[src/rtl/inst_prefetch.sv]
`default_nettype none
// ============================================================================
// Module   : inst_prefetch (with cotm32_pkg core constants)
// Purpose  : Instruction prefetcher. It issues sequential 32-bit fetches from
//            fetch_pc into an in-order memory, buffers the responses in a
//            DEPTH-entry queue and presents them to the consumer. Traps, mret
//            and taken branches flush the queue and restart fetching.
//            Misaligned or out-of-range fetch addresses produce a single
//            faulting NOP entry, and fetching parks in HOLD until a redirect.
// Ports    : i_clk, i_rst             clock, synchronous active-high reset
//            o_req_valid/i_req_ready/o_req_addr     memory request channel
//            i_rsp_valid/i_rsp_data                 in-order memory response
//            o_inst_valid/i_inst_ready/o_inst/o_inst_addr/o_inst_addr_4
//                                                   consumer channel
//            o_t_inst_addr_misaligned/o_t_inst_access_fault  head-entry faults
//            i_trap_req/i_mtvec, i_trap_mret/i_mepc, i_take_branch/i_new_addr
//                                                   redirect sources
//            i_stall                                gates dequeue only
// Revision : 1.0 - initial release
// ============================================================================

package cotm32_pkg;
  localparam int XLEN  = 32;
  localparam int MXLEN = 32;
  localparam logic [XLEN-1:0] INST_MEM_START = 32'h0000_0000;
  localparam logic [XLEN-1:0] INST_MEM_END   = 32'h0000_FFFF;
endpackage

module inst_prefetch
  import cotm32_pkg::*;
#(
  parameter logic [XLEN-1:0] RESET_VECTOR = '0,
  parameter int              DEPTH        = 4,
  parameter logic [XLEN-1:0] IMEM_START   = INST_MEM_START,
  parameter logic [XLEN-1:0] IMEM_END     = INST_MEM_END
) (
  input  logic             i_clk,
  input  logic             i_rst,
  // memory request channel
  output logic             o_req_valid,
  input  logic             i_req_ready,
  output logic [XLEN-1:0]  o_req_addr,
  // memory response channel
  input  logic             i_rsp_valid,
  input  logic [31:0]      i_rsp_data,
  // consumer channel
  output logic             o_inst_valid,
  input  logic             i_inst_ready,
  output logic [31:0]      o_inst,
  output logic [XLEN-1:0]  o_inst_addr,
  output logic [XLEN-1:0]  o_inst_addr_4,
  output logic             o_t_inst_addr_misaligned,
  output logic             o_t_inst_access_fault,
  // redirect / control
  input  logic             i_trap_req,
  input  logic [MXLEN-1:0] i_mtvec,
  input  logic             i_trap_mret,
  input  logic [MXLEN-1:0] i_mepc,
  input  logic             i_take_branch,
  input  logic [XLEN-1:0]  i_new_addr,
  input  logic             i_stall
);

  localparam int AW = $clog2(DEPTH);
  localparam int CW = AW + 1;
  localparam logic [31:0] C_NOP = 32'h0000_0013;

  typedef enum logic [0:0] {
    ST_FETCH = 1'b0,
    ST_HOLD  = 1'b1
  } state_t;

  state_t          r_state;
  state_t          w_state_nxt;

  logic [XLEN-1:0] r_pc;       // next address to request
  logic [XLEN-1:0] r_rsp_pc;   // address of the next response that will be kept
  logic [CW-1:0]   r_count;
  logic [CW-1:0]   r_inflight;
  logic [CW-1:0]   r_drop;
  logic [AW-1:0]   r_wptr;
  logic [AW-1:0]   r_rptr;

  logic [31:0]     r_q_inst [DEPTH];
  logic [XLEN-1:0] r_q_addr [DEPTH];
  logic            r_q_mis  [DEPTH];
  logic            r_q_acc  [DEPTH];

  logic            w_redirect;
  logic [XLEN-1:0] w_target;
  logic            w_misaligned;
  logic            w_below;
  logic            w_above;
  logic            w_out_of_range;
  logic            w_pc_bad;
  logic [CW:0]     w_occ;
  logic            w_slot_free;
  logic            w_rsp;
  logic            w_rsp_drop;
  logic            w_rsp_enq;
  logic            w_req_hs;
  logic            w_fault_enq;
  logic            w_enq;
  logic            w_deq;
  logic [CW-1:0]   w_inflight_nxt;
  logic [31:0]     w_enq_inst;
  logic [XLEN-1:0] w_enq_addr;
  logic            w_enq_mis;
  logic            w_enq_acc;

  // --------------------------------------------------------------------------
  // Redirect selection: trap > mret > branch
  // --------------------------------------------------------------------------
  assign w_redirect = i_trap_req | i_trap_mret | i_take_branch;
  assign w_target   = i_trap_req  ? i_mtvec :
                      i_trap_mret ? i_mepc  : i_new_addr;

  // --------------------------------------------------------------------------
  // Fetch address legality. A zero start address disables the lower check.
  // --------------------------------------------------------------------------
  assign w_misaligned = (r_pc[1:0] != 2'b00);

  generate
    if (IMEM_START != '0) begin : g_lo_chk
      assign w_below = (r_pc < IMEM_START);
    end else begin : g_no_lo_chk
      assign w_below = 1'b0;
    end
  endgenerate

  assign w_above        = (r_pc > IMEM_END);
  assign w_out_of_range = w_below | w_above;
  assign w_pc_bad       = w_misaligned | w_out_of_range;

  // Queued entries plus outstanding requests (including ones to be dropped)
  // can never exceed DEPTH, so every response always has a slot.
  assign w_occ       = {1'b0, r_count} + {1'b0, r_inflight};
  assign w_slot_free = (w_occ < (CW+1)'(DEPTH));

  // A response with nothing outstanding cannot belong to this epoch.
  assign w_rsp      = i_rsp_valid & (r_inflight != '0);
  assign w_rsp_drop = w_rsp & ((r_drop != '0) | w_redirect);
  assign w_rsp_enq  = w_rsp & (r_drop == '0) & ~w_redirect;

  assign w_req_hs   = o_req_valid & i_req_ready;
  assign w_deq      = o_inst_valid & i_inst_ready & ~i_stall & ~w_redirect;
  assign w_enq      = w_rsp_enq | w_fault_enq;

  assign w_inflight_nxt = r_inflight + CW'(w_req_hs) - CW'(w_rsp);

  assign w_enq_inst = w_fault_enq ? C_NOP : i_rsp_data;
  assign w_enq_addr = w_fault_enq ? r_pc  : r_rsp_pc;
  assign w_enq_mis  = w_fault_enq & w_misaligned;
  assign w_enq_acc  = w_fault_enq & ~w_misaligned & w_out_of_range;

  // --------------------------------------------------------------------------
  // Control FSM
  // --------------------------------------------------------------------------
  always_ff @(posedge i_clk) begin
    if (i_rst) begin
      r_state <= ST_FETCH;
    end else begin
      r_state <= w_state_nxt;
    end
  end

  always_comb begin
    w_state_nxt = r_state;
    o_req_valid = 1'b0;
    w_fault_enq = 1'b0;
    case (r_state)
      ST_FETCH: begin
        if (!i_rst && !w_pc_bad && w_slot_free) begin
          o_req_valid = 1'b1;
        end
        // The fault entry is inserted only once every earlier response has
        // returned, so it lands behind them in program order and never
        // collides with a response enqueue.
        if (!i_rst && !w_redirect && w_pc_bad && (r_inflight == '0) && w_slot_free) begin
          w_fault_enq = 1'b1;
          w_state_nxt = ST_HOLD;
        end
      end
      ST_HOLD: begin
        w_state_nxt = ST_HOLD;
      end
      default: begin
        w_state_nxt = ST_FETCH;
      end
    endcase
    if (w_redirect) begin
      w_state_nxt = ST_FETCH;
    end
  end

  // --------------------------------------------------------------------------
  // Fetch pointers, counters and queue storage
  // --------------------------------------------------------------------------
  always_ff @(posedge i_clk) begin
    if (i_rst) begin
      r_pc       <= RESET_VECTOR;
      r_rsp_pc   <= RESET_VECTOR;
      r_count    <= '0;
      r_inflight <= '0;
      r_drop     <= '0;
      r_wptr     <= '0;
      r_rptr     <= '0;
      for (int i = 0; i < DEPTH; i++) begin
        r_q_inst[i] <= '0;
        r_q_addr[i] <= '0;
        r_q_mis[i]  <= 1'b0;
        r_q_acc[i]  <= 1'b0;
      end
    end else begin
      r_inflight <= w_inflight_nxt;
      if (w_redirect) begin
        // Everything still outstanding after this edge, including a request
        // accepted right now, belongs to the old path.
        r_pc     <= w_target;
        r_rsp_pc <= w_target;
        r_drop   <= w_inflight_nxt;
        r_count  <= '0;
        r_wptr   <= '0;
        r_rptr   <= '0;
      end else begin
        if (w_req_hs) begin
          r_pc <= r_pc + XLEN'(4);
        end
        if (w_rsp_drop) begin
          r_drop <= r_drop - CW'(1);
        end
        if (w_rsp_enq) begin
          r_rsp_pc <= r_rsp_pc + XLEN'(4);
        end
        if (w_enq) begin
          r_q_inst[r_wptr] <= w_enq_inst;
          r_q_addr[r_wptr] <= w_enq_addr;
          r_q_mis[r_wptr]  <= w_enq_mis;
          r_q_acc[r_wptr]  <= w_enq_acc;
          r_wptr           <= r_wptr + AW'(1);
        end
        if (w_deq) begin
          r_rptr <= r_rptr + AW'(1);
        end
        r_count <= r_count + CW'(w_enq) - CW'(w_deq);
      end
    end
  end

  // --------------------------------------------------------------------------
  // Outputs: consumer side is driven from registers only
  // --------------------------------------------------------------------------
  assign o_req_addr               = r_pc;
  assign o_inst_valid             = (r_count != '0);
  assign o_inst                   = r_q_inst[r_rptr];
  assign o_inst_addr              = r_q_addr[r_rptr];
  assign o_inst_addr_4            = r_q_addr[r_rptr] + XLEN'(4);
  assign o_t_inst_addr_misaligned = r_q_mis[r_rptr];
  assign o_t_inst_access_fault    = r_q_acc[r_rptr];

endmodule

`default_nettype wire

[config.mk]
export PLATFORM = sky130hd
export DESIGN_NAME = inst_prefetch
export DESIGN_NICKNAME = d
export VERILOG_FILES = /design/src/rtl/inst_prefetch.sv
export SDC_FILE = /design/constraint.sdc
export NUM_CORES = 1
export LEC_CHECK = 0
export CAP_MARGIN = 10
export CORE_MARGIN = 8
export CORE_UTILIZATION = 40
export DETAILED_ROUTE_END_ITERATION = 16
export PLACE_DENSITY = 0.59
export SLEW_MARGIN = 20
export SYNTH_ARGS = -nofsm -noshare
export SYNTH_HDL_FRONTEND = slang
export SYNTH_SLANG_ARGS = --single-unit
[constraint.sdc]
create_clock -name i_clk -period 10.8 [get_ports i_clk]
set_clock_uncertainty 0.15 [all_clocks]
set_input_delay 1.08 -clock i_clk [delete_from_list [all_inputs] [get_ports i_clk]]
set_output_delay 1.08 -clock i_clk [all_outputs]
set_load 0.03 [all_outputs]
==> metrics.yaml, run 1 <==
yosys:
  ys_seq_elements: 342
  yosysSeqAreaShare: 0.572
  yosysTopAreaCell: "edfxtp_1"
  synth_area_um2: 16600
  synth_top_area_frac: 0.478
  ys.flop_type: "edfxtp_1"
  synth_edf_count: 264
  synth.area.top_cells: "edfxtp_1 (48%), dfxtp_1 (9.4%), mux4_2 (9.0%), nor2_1 (3.9%), and2_1 (3.5%)"
  syn_nets: 1533
  syn_inst: 1384
  syn_avg_cell_area_um2: 12.0
  synthArstFlopShare: 0
  synth.distinct_cells: 62
  ys_warn_count: 0
finish:
  drive_gt1_frac: 0.120
  stdcell_count: 2171
  layout.nets: 1762
  antenna_cells: 0
  finalInstanceArea_um2: 20800
  area_growth_pct: 25.4
sta:
  worst_slew_pin_slew_ns: 1.06
  post-route-min-period_ns: 5.47
  fin_ws_ns: 5.33
  final-setup-viol-count: 0
  slew_violations: 0
  period_share: 0.506
  max-slew-margin-rel: 0.285
  rsz0062_at_grt: "no"
  hold_viol: 0
  clock.fmax_ghz: 0.183
  tns_ns: 0
clock_tree:
  clock-sinks: 342
  cts.path.max_buffers: 3
  ctsHtreeMaxLevel: 2
  numCtsBuffers: 37
  holdBufCountCts: 0
  cts_resized: 0
  cts_tree: "done"
  clkLatencyLatePin_ns: 0.52
  cts-root-buf: "clkbuf_16"
  post_cts_buffers: 0
  clk_pin_slew_worst_paths_ns: 0.06
global_routing:
  grt_pass1_wl_mm: 73.5
  grt_max_degree: 77
  grt-ovfl-total: 0
  grt_pass1_vias: 12040
  antenna_found_initial: 0
  grtUsageTotal: 0.196
placed_design:
  hpwl_mm: 33.6
  place_inst: 2106
  dpl_worst_slack_ns: 5.57
  placed_area_um2: 19700
  placement.io_buffers: 268
  place.gp.congestion: 0.839
floorplan:
  core_area_um2: 40900
  die_w_um: 220
  fp.dieH_um: 220
  rows: 74
  die-area_um2: 48300
  ios: 269
  initial_core_util: 0.405
setup_path:
  critPathMaxFanout: 34
  critPathArrivalTime_ns: 4.24
  startpoint_type: "flip-flop"
  cp-end-kind: "primary output"
  r2r_cells: 8
  critPathKind: "flip-flop to primary output"
  critPathRequiredTime_ns: 9.57
job:
  drv_cap: 0
route:
  routedWlPerCell_um: 22.4
  antenna_left: 0
  drc: 0
  vias_per_cell: 5.57
  drt_wl_total_mm: 48.6
  drt_first_pass_iters: 5
  drt_iter0_drc: 1031
  vias: 12095
hold_path:
  hold_class: "flip-flop to flip-flop"
  min_path_cells: 2
power_and_ir_drop:
  ir_worst_vdd_mv: 0.0977
  power_uw: 3190
  p_leak_uw: 0.00743
  power_density_nw_per_um2: 153
status:
  outcome: "finished, final reports clean"
worst max-delay path, cell delays in order (launching register included):
cell and delay [ns]:
dfxtp_4 0.82, mux4_2 0.42, ha_1 0.20, nand3_1 0.15
nor4_1 0.80, and2_1 0.33, nand3_1 0.12, xnor2_1 0.16
clkdlybuf4s50_1 0.70
cells in the mapped netlist, drive strengths merged (28+ instances only):
cell type  instances
nand3             31
buf               35
dfxtp             78
nor2             203
edfxtp           264
xnor2             28
mux2i             30
mux4              66
clkbuf            61
a21oi             80
o21ai             54
nand2             81
a211oi            28
and3              41
and2              93
worst paths after layout:
path	startpoint	endpoint	slack (ns)
worst max-delay path	flip-flop	o_inst_addr_4[28]	5.33
worst min-delay path	o_req_addr[29]	o_req_addr[29]	0.37
worst max register to register	r_inflight[2]	r_q_inst[0][10]	6.59
worst min register to register	o_req_addr[29]	o_req_addr[29]	0.37
kinds of logic (layout without fill, tap and decap cells):
group,after synthesis,after routing,share of synthesized area
buffers and inverters,116,371,0.0323
DFF,342,342,0.572
adders and majority gates,12,12,0.00995
and+or+nand+nor,547,547,0.168
xor gates and xnor gates,39,39,0.0206
AOI/OAI and AO/OA,231,231,0.0887
muxes,97,97,0.108
cell type report:
class	count	area [um^2]
Fill cell	3659	20100
Sequential cell	342	9490
Multi-Input combinational cell	926	6620
Timing Repair Buffer	286	2810
Clock buffer	55	1050
Tap cell	532	666
Clock inverter	10	97.6
Inverter	20	75.1
flip-flops by register name (all words and copies together) (netlist names), named ones only:
register    flops
r_count         3
r_inflight      3
o_req_addr     31
r_q_acc         4
r_wptr          2
r_q_inst      128
r_q_addr      128
r_rptr          2
r_rsp_pc       31
r_q_mis         4
r_drop          3
r_state         1
layout by cell type, fill, tap and decap left out, types with 4 or more instances in the layout:
cell type / count
a31o_2: 7
mux4_2: 66
buf_4: 18
nand2b_1: 5
o21ai_0: 52
nor2_1: 170
clkbuf_1: 12
nand3_1: 31
mux2i_1: 30
o31ai_1: 5
ha_1: 10
a211oi_1: 28
xor2_1: 11
a21o_1: 9
or3_1: 5
nor2_2: 31
inv_1: 20
a22oi_1: 14
nand4_1: 16
nor4_1: 8
clkdlybuf4s50_1: 266
a21oi_1: 80
clkinv_1: 4
xnor2_1: 28
clkbuf_16: 37
edfxtp_1: 264
and2_1: 93
nor3_1: 25
and4_1: 10
and3_1: 41
clkbuf_8: 5
dfxtp_1: 76
nor2b_1: 4
a221o_1: 16
nand2_1: 81
or2_2: 4
per-layer routing:
layer | track usage | routed length, um
met5 | 0 | 0
met4 | 0.0418 | 819
met3 | 0.0378 | 3700
met2 | 0.320 | 22900
met1 | 0.270 | 21200
power by group:
group | leakage [uW] | total, uW | internal (uW) | switching [uW]
Sequential | 0.00337 | 1530 | 1480 | 51.1
Clock | 0.000557 | 1210 | 716 | 493
Combinational | 0.00350 | 449 | 183 | 266
per-stage QoR:
step	hold WS, ns	utilization
6_report	0.372	0.508
3_3_place_gp	0.369	0.480
5_1_grt	0.390	0.508
4_1_cts	0.381	0.508
3_5_place_dp	0.371	0.480
2_1_floorplan	0.308	-
No activity file was read; power rests on OpenSTA's default activity.
==> run 2, diff against run 1 <==
PLACE_DENSITY = 0.61   (was 0.59)
clock period = 4.75 ns   (was 10.8 ns; I/O delays follow)
==> run 2 against run 1 <==
Against the previous run: sequential cell count is the same; total power up 130%; core utilization rose by 0.38 points; worst hold slack worse by 0.16 ns; critical endpoint is now o_inst_addr_4[31].
==> metrics.yaml, run 2 (same netlist as run 1, synthesis figures left out) <==
clock_tree:
  cts.path.max_buffers: 3  # unchanged
  cts-root-buf: "clkbuf_16"
  numCtsBuffers: 37  # unchanged
  cts_resized: 0  # unchanged
  clk_pin_slew_worst_paths_ns: 0.06  # about the same
  holdBufCountCts: 0  # unchanged
  clkLatencyLatePin_ns: 0.52  # about the same
  clock-sinks: 342  # unchanged
  ctsHtreeMaxLevel: 2  # unchanged
  cts_tree: "done"
  post_cts_buffers: 0  # unchanged
sta:
  clock.fmax_ghz: 0.226
  tns_ns: 0  # unchanged
  slew_violations: 0  # unchanged
  hold_viol: 0  # unchanged
  post-route-min-period_ns: 4.42
  rsz0062_at_grt: "no"
  period_share: 0.930
  worst_slew_pin_slew_ns: 1.05  # -0.0151 ns
  max-slew-margin-rel: 0.301  # +0.0158
  final-setup-viol-count: 0  # unchanged
placed_design:
  placement.io_buffers: 268  # unchanged
  hpwl_mm: 33.9  # +1.1%
  place_inst: 2122  # +0.76%
  place.gp.congestion: 0.816  # -2.7%
global_routing:
  grt_max_degree: 75  # -2.6%
  antenna_found_initial: 2  # +2
  grtUsageTotal: 0.198  # +0.00239
  grt_pass1_vias: 12265  # +1.9%
  grt-ovfl-total: 0  # unchanged
  grt_pass1_wl_mm: 73.8  # +0.46%
power_and_ir_drop:
  combPwrFrac: 0.142  # about the same
  power_density_nw_per_um2: 347  # +130%
  pwr-share-seq: 0.476  # -0.004
  p_int_uw: 5430  # +130%
  power_switching_share: 0.254  # +0.000366
  clock_power_share: 0.383  # +0.004
  power_uw: 7280  # +130%
  power_switching_uw: 1850  # +130%
  ir_worst_vdd_mv: 0.165  # +69%
  p_leak_uw: 0.00753  # +1.3%
setup_path:
  r2r_cells: 12  # +4
  critPathRequiredTime_ns: 4.12  # -5.45 ns
  critPathMaxStageDelay_ns: 0.69  # -0.13 ns
  crit_buf_inv: 2  # +1
  rrSetupSlack_ns: 1.07  # -5.52 ns
  r2r_end: "r_drop[2]"
  cpMostUsedCell: "and3_1"
  critPathArrivalTime_ns: 3.79  # -0.45 ns
  worstPathCellList: "buf_4 -> mux4_2 -> and3_1 -> and3_1 -> and2_1 -> nand3_1 -> xnor2_1 -> clkdlybuf4s50_1"
  rr_startpoint: "o_req_addr[19]"
  cp-end-kind: "primary output"
  startpoint_type: "flip-flop"
  critPathKind: "flip-flop to primary output"
  crit_family: "buffers and inverters"
  cp_slowest_cell: "clkdlybuf4s50_1"
  critPathMaxFanout: 26  # -24%
job:
  drv_cap: 0  # unchanged
route:
  drt_first_pass_iters: 5  # unchanged
  drc: 0  # unchanged
  drt_iter0_drc: 957  # -7.2%
  vias_per_cell: 5.53  # -0.71%
  drt_wl_total_mm: 48.7  # about the same
  vias: 12092  # -0.025%
  routedWlPerCell_um: 22.3  # -0.60%
  antenna_left: 0  # unchanged
floorplan:
  die_w_um: 220  # unchanged
  core_area_um2: 40900  # unchanged
  rows: 74  # unchanged
  die-area_um2: 48300  # unchanged
  fp.dieH_um: 220  # unchanged
  ios: 269  # unchanged
  initial_core_util: 0.405  # unchanged
finish:
  mostFrequentLayoutCells: "clkdlybuf4s50_1 (266), edfxtp_1 (264), nor2_1 (171)"
  layout.nets: 1778  # +0.91%
  stdcell_count: 2186  # +0.69%
  drive_gt1_frac: 0.128  # +0.00806
  area_growth_pct: 26.3
  top_regs: "r_q_addr: 128 flops, r_q_inst: 128 flops"
  layout_commonest_cell: "clkdlybuf4s50_1"
  final_util: 0.512  # +0.00379
hold_path:
  min_path_cells: 3  # +1
  hold_class: "input pin to flip-flop"
  holdPathEnd: "r_count[1]"
  hold_start: "i_trap_req"
status:
  outcome: "finished, final reports clean"
## run 2: cell type report
type                            count  area [um^2]
Fill cell                        3619        20000
Clock inverter                     10          108
Timing Repair Buffer              302         2950
Inverter                           20         75.1
Antenna cell                        1         2.50
Sequential cell                   342         9490
Multi-Input combinational cell    926         6610
Clock buffer                       53         1050
Tap cell                          532          666
## run 2: routing by layer
layer	GRT usage	share of wire	vias to the layer above
met1	0.265	0.43	5899
met4	0.0676	0.031	2
li1	-	-	5642
met2	0.317	0.46	471
met3	0.0447	0.079	78
met5	0	0.00027	-
## run 2: power by group through the flow
stage	Clock [uW]	Sequential (uW)	Combinational (uW)
after global routing	2950	3480	1120
after CTS	2840	3460	1040
final	2790	3460	1030
after detailed placement	0	3520	1040
after global placement	0	3520	1030
after floorplan	0	3530	567
## run 2: worst max-delay path by stage
stage / start / to / slack, ns / cells after the start
finish: flip-flop / o_inst_addr_4[31] / 0.33 / 8
global route: flip-flop / o_inst_addr_4[26] / 0.11 / 8
CTS: flip-flop / o_inst_addr_4[31] / 0.23 / 8
detailed placement: flip-flop / o_inst_addr_4[31] / 0.80 / 8
global placement: flip-flop / o_inst_addr_4[31] / 0.85 / 8
floorplan: i_trap_req / r_q_acc[1] / 0.52 / 10
## run 2: tightest hold or removal path, delay by kind of cell
kind	cells	cell delay (ns)
buffers and inverters	1	0.10
AND/OR/NAND/NOR	2	0.25
## run 2: through the flow
stage               area [um^2]  hold slack (ns)  setup slack [ns]
floorplan                 16600            0.308             0.524
global placement          19800            0.326             0.850
detailed placement        19800            0.336             0.796
CTS                       21000            0.178             0.235
global route              21000            0.230             0.108
finish                    21000            0.209             0.333
==> run 3, diff against run 2 <==
==> constraint.sdc (replaced) <==
create_clock -name i_clk -period 4.75 [get_ports i_clk]
set_clock_uncertainty 0.15 [all_clocks]
set_input_delay 0.95 -clock i_clk [delete_from_list [all_inputs] [get_ports i_clk]]
set_output_delay 0.95 -clock i_clk [all_outputs]
set_load 0.03 [all_outputs]
==> run 3 against run 2 <==
Against the previous run: critical path type unchanged; worst hold slack better by 0.13 ns; critical path depth did not move; count of clock-buffer cells in the layout grew 1.
==> metrics.yaml, run 3 (same netlist as run 1, synthesis figures left out) <==
power_and_ir_drop:
  combPwrFrac: 0.145  # +0.003
  power_switching_uw: 1870  # +1.1%
  pwr-share-seq: 0.477  # about the same
  power_switching_share: 0.258  # +0.00374
  clock_power_share: 0.377  # -0.006
  power_density_nw_per_um2: 343  # -1.2%
  p_leak_uw: 0.00761  # +1.1%
  ir_worst_vdd_mv: 0.260  # +57%
  p_int_uw: 5380  # -0.84%
sta:
  final-setup-viol-count: 0  # unchanged
  tns_ns: 0  # unchanged
  rsz0062_at_grt: "no"
  whs_ns: 0.342  # +0.133 ns
  post-route-min-period_ns: 4.52  # +0.105 ns
  clock.fmax_ghz: 0.221  # -2.3%
  worst_slew_pin_slew_ns: 0.945  # -0.101 ns
  max-slew-margin-rel: 0.368  # +0.0676
  hold_viol: 0  # unchanged
  period_share: 0.952  # +0.0220
  slew_violations: 0  # unchanged
status:
  outcome: "finished, final reports clean"
hold_path:
  hold_class: "flip-flop to flip-flop"
floorplan:
  ios: 269  # unchanged
  die-area_um2: 48300  # unchanged
  die_w_um: 220  # unchanged
  fp.dieH_um: 220  # unchanged
  core_area_um2: 40900  # unchanged
  initial_core_util: 0.405  # unchanged
  rows: 74  # unchanged
setup_path:
  critPathMaxFanout: 12  # -54%
  startpoint_type: "flip-flop"
  worstPathCellList: "mux4_2 -> nand4_1 -> nor4_1 -> buf_4 -> and2_1 -> nand2_1 -> xnor2_1 -> clkdlybuf4s50_1"
  cp_slowest_cell: "clkdlybuf4s50_1"
  critPathKind: "flip-flop to primary output"
  cp-end-kind: "primary output"
  critPathRequiredTime_ns: 3.65  # -0.47 ns
  critPathMaxStageDelay_ns: 0.70  # about the same
  critPathArrivalTime_ns: 3.42  # -0.37 ns
route:
  drt_wl_total_mm: 49.2  # +1.0%
  drc: 0  # unchanged
  drt_iter0_drc: 903  # -5.6%
  vias_per_cell: 5.54  # about the same
  routedWlPerCell_um: 22.5  # +0.88%
  drt_first_pass_iters: 5  # unchanged
  vias: 12117  # +0.21%
  antenna_left: 0  # unchanged
finish:
  mostFrequentLayoutCells: "edfxtp_1 (264), clkdlybuf4s50_1 (253), nor2_1 (171)"
  top_regs: "r_q_addr: 128 flops, r_q_inst: 128 flops"
  final_util: 0.517  # +0.00440
  fillCellCount: 3600  # -0.53%
  layout_commonest_cell: "edfxtp_1"
  layout.nets: 1781  # +0.17%
  antenna_cells: 0  # -1
  drive_gt1_frac: 0.136  # +0.00814
  area_growth_pct: 27.4
  seqCellArea_um2: 9500  # about the same
  multi_input_area_um2: 6610  # unchanged
clock_tree:
  cts-root-buf: "clkbuf_16"
  clock-sinks: 342  # unchanged
  clkLatencyLatePin_ns: 0.51  # about the same
  cts_tree: "done"
  ctsHtreeMaxLevel: 2  # unchanged
  numCtsBuffers: 37  # unchanged
  clk_pin_slew_worst_paths_ns: 0.06  # about the same
  cts.path.max_buffers: 3  # unchanged
job:
  drv_cap: 0  # unchanged
global_routing:
  grt_pass1_vias: 12411  # +1.2%
  grt_max_degree: 65  # -13%
  antenna_found_initial: 0  # -2
  grt-ovfl-total: 0  # unchanged
  grt_pass1_wl_mm: 75.0  # +1.6%
  grtUsageTotal: 0.200  # +0.00181
placed_design:
  hpwl_mm: 34.4  # +1.4%
  placement.io_buffers: 268  # unchanged
  place.gp.congestion: 0.826  # +1.2%
## run 3: changes by cell type in the layout (fill, tap and decap cells not counted), moves of 2 or more
cell,delta
clkdlybuf4s50_1,-13
buf_4,-2
buf_12,+17
clkbuf_1,+2
## run 3: path summary, 6_finish.rpt
path	from	endpoint	slack, ns	cells after the start
max reg2reg	o_req_addr[20]	r_drop[2]	0.94	12
min reg2reg	o_req_addr[26]	o_req_addr[26]	0.34	2
max	flip-flop	o_inst_addr_4[29]	0.23	8
min	o_req_addr[26]	o_req_addr[26]	0.34	2
## run 3: timing repair
action / CTS / global route
setup endpoints to repair: 2 / 0
gates resized for setup: 1 / 0
hold buffers: 0 / 0
setup buffers: 1 / 0
## run 3: power by group through the flow
stage                     registers, uW  logic (uW)  clock network, uW
after floorplan                    3530         567                  0
after global placement             3520        1040                  0
after detailed placement           3530        1060                  0
after CTS                          3460        1060               2770
after global routing               3480        1140               2890
final                              3470        1060               2740
## run 3: critical path: cells and delay by family, from the launching register on
family / cells / cell delay, ns
and+or+nand+nor: 4 / 0.95
buffers and inverters: 2 / 0.91
DFF: 1 / 0.52
muxes: 1 / 0.38
xor gates and xnor gates: 1 / 0.15
## run 3: final cells by class
type	count	area share
Clock buffer	54	0.0498
Clock inverter	10	0.00367
Inverter	20	0.00355
Multi-Input combinational cell	926	0.313
Sequential cell	342	0.449
Tap cell	532	0.0315
Timing Repair Buffer	305	0.150
## run 3: routing by layer
layer,GRT usage,up-vias,part of all wire
met5,0,-,0
met4,0.0473,0,0.018
met3,0.0421,61,0.076
met2,0.332,433,0.48
met1,0.267,5981,0.43
li1,-,5642,-
## run 3: through the flow
| step | setup slack (ns) | power (uW) | instance area [um^2] | std cells |
|---|---|---|---|---|
| after floorplan | 0.0486 | 4100 | 16600 | 1384 |
| after global placement | 0.568 | 4560 | 20000 | 2124 |
| after detailed placement | 0.503 | 4580 | 20000 | 2124 |
| after CTS | 0.174 | 7300 | 21100 | 2189 |
| after global routing | 0.000832 | 7510 | 21100 | 2189 |
| final | 0.228 | 7260 | 21100 | 2189 |
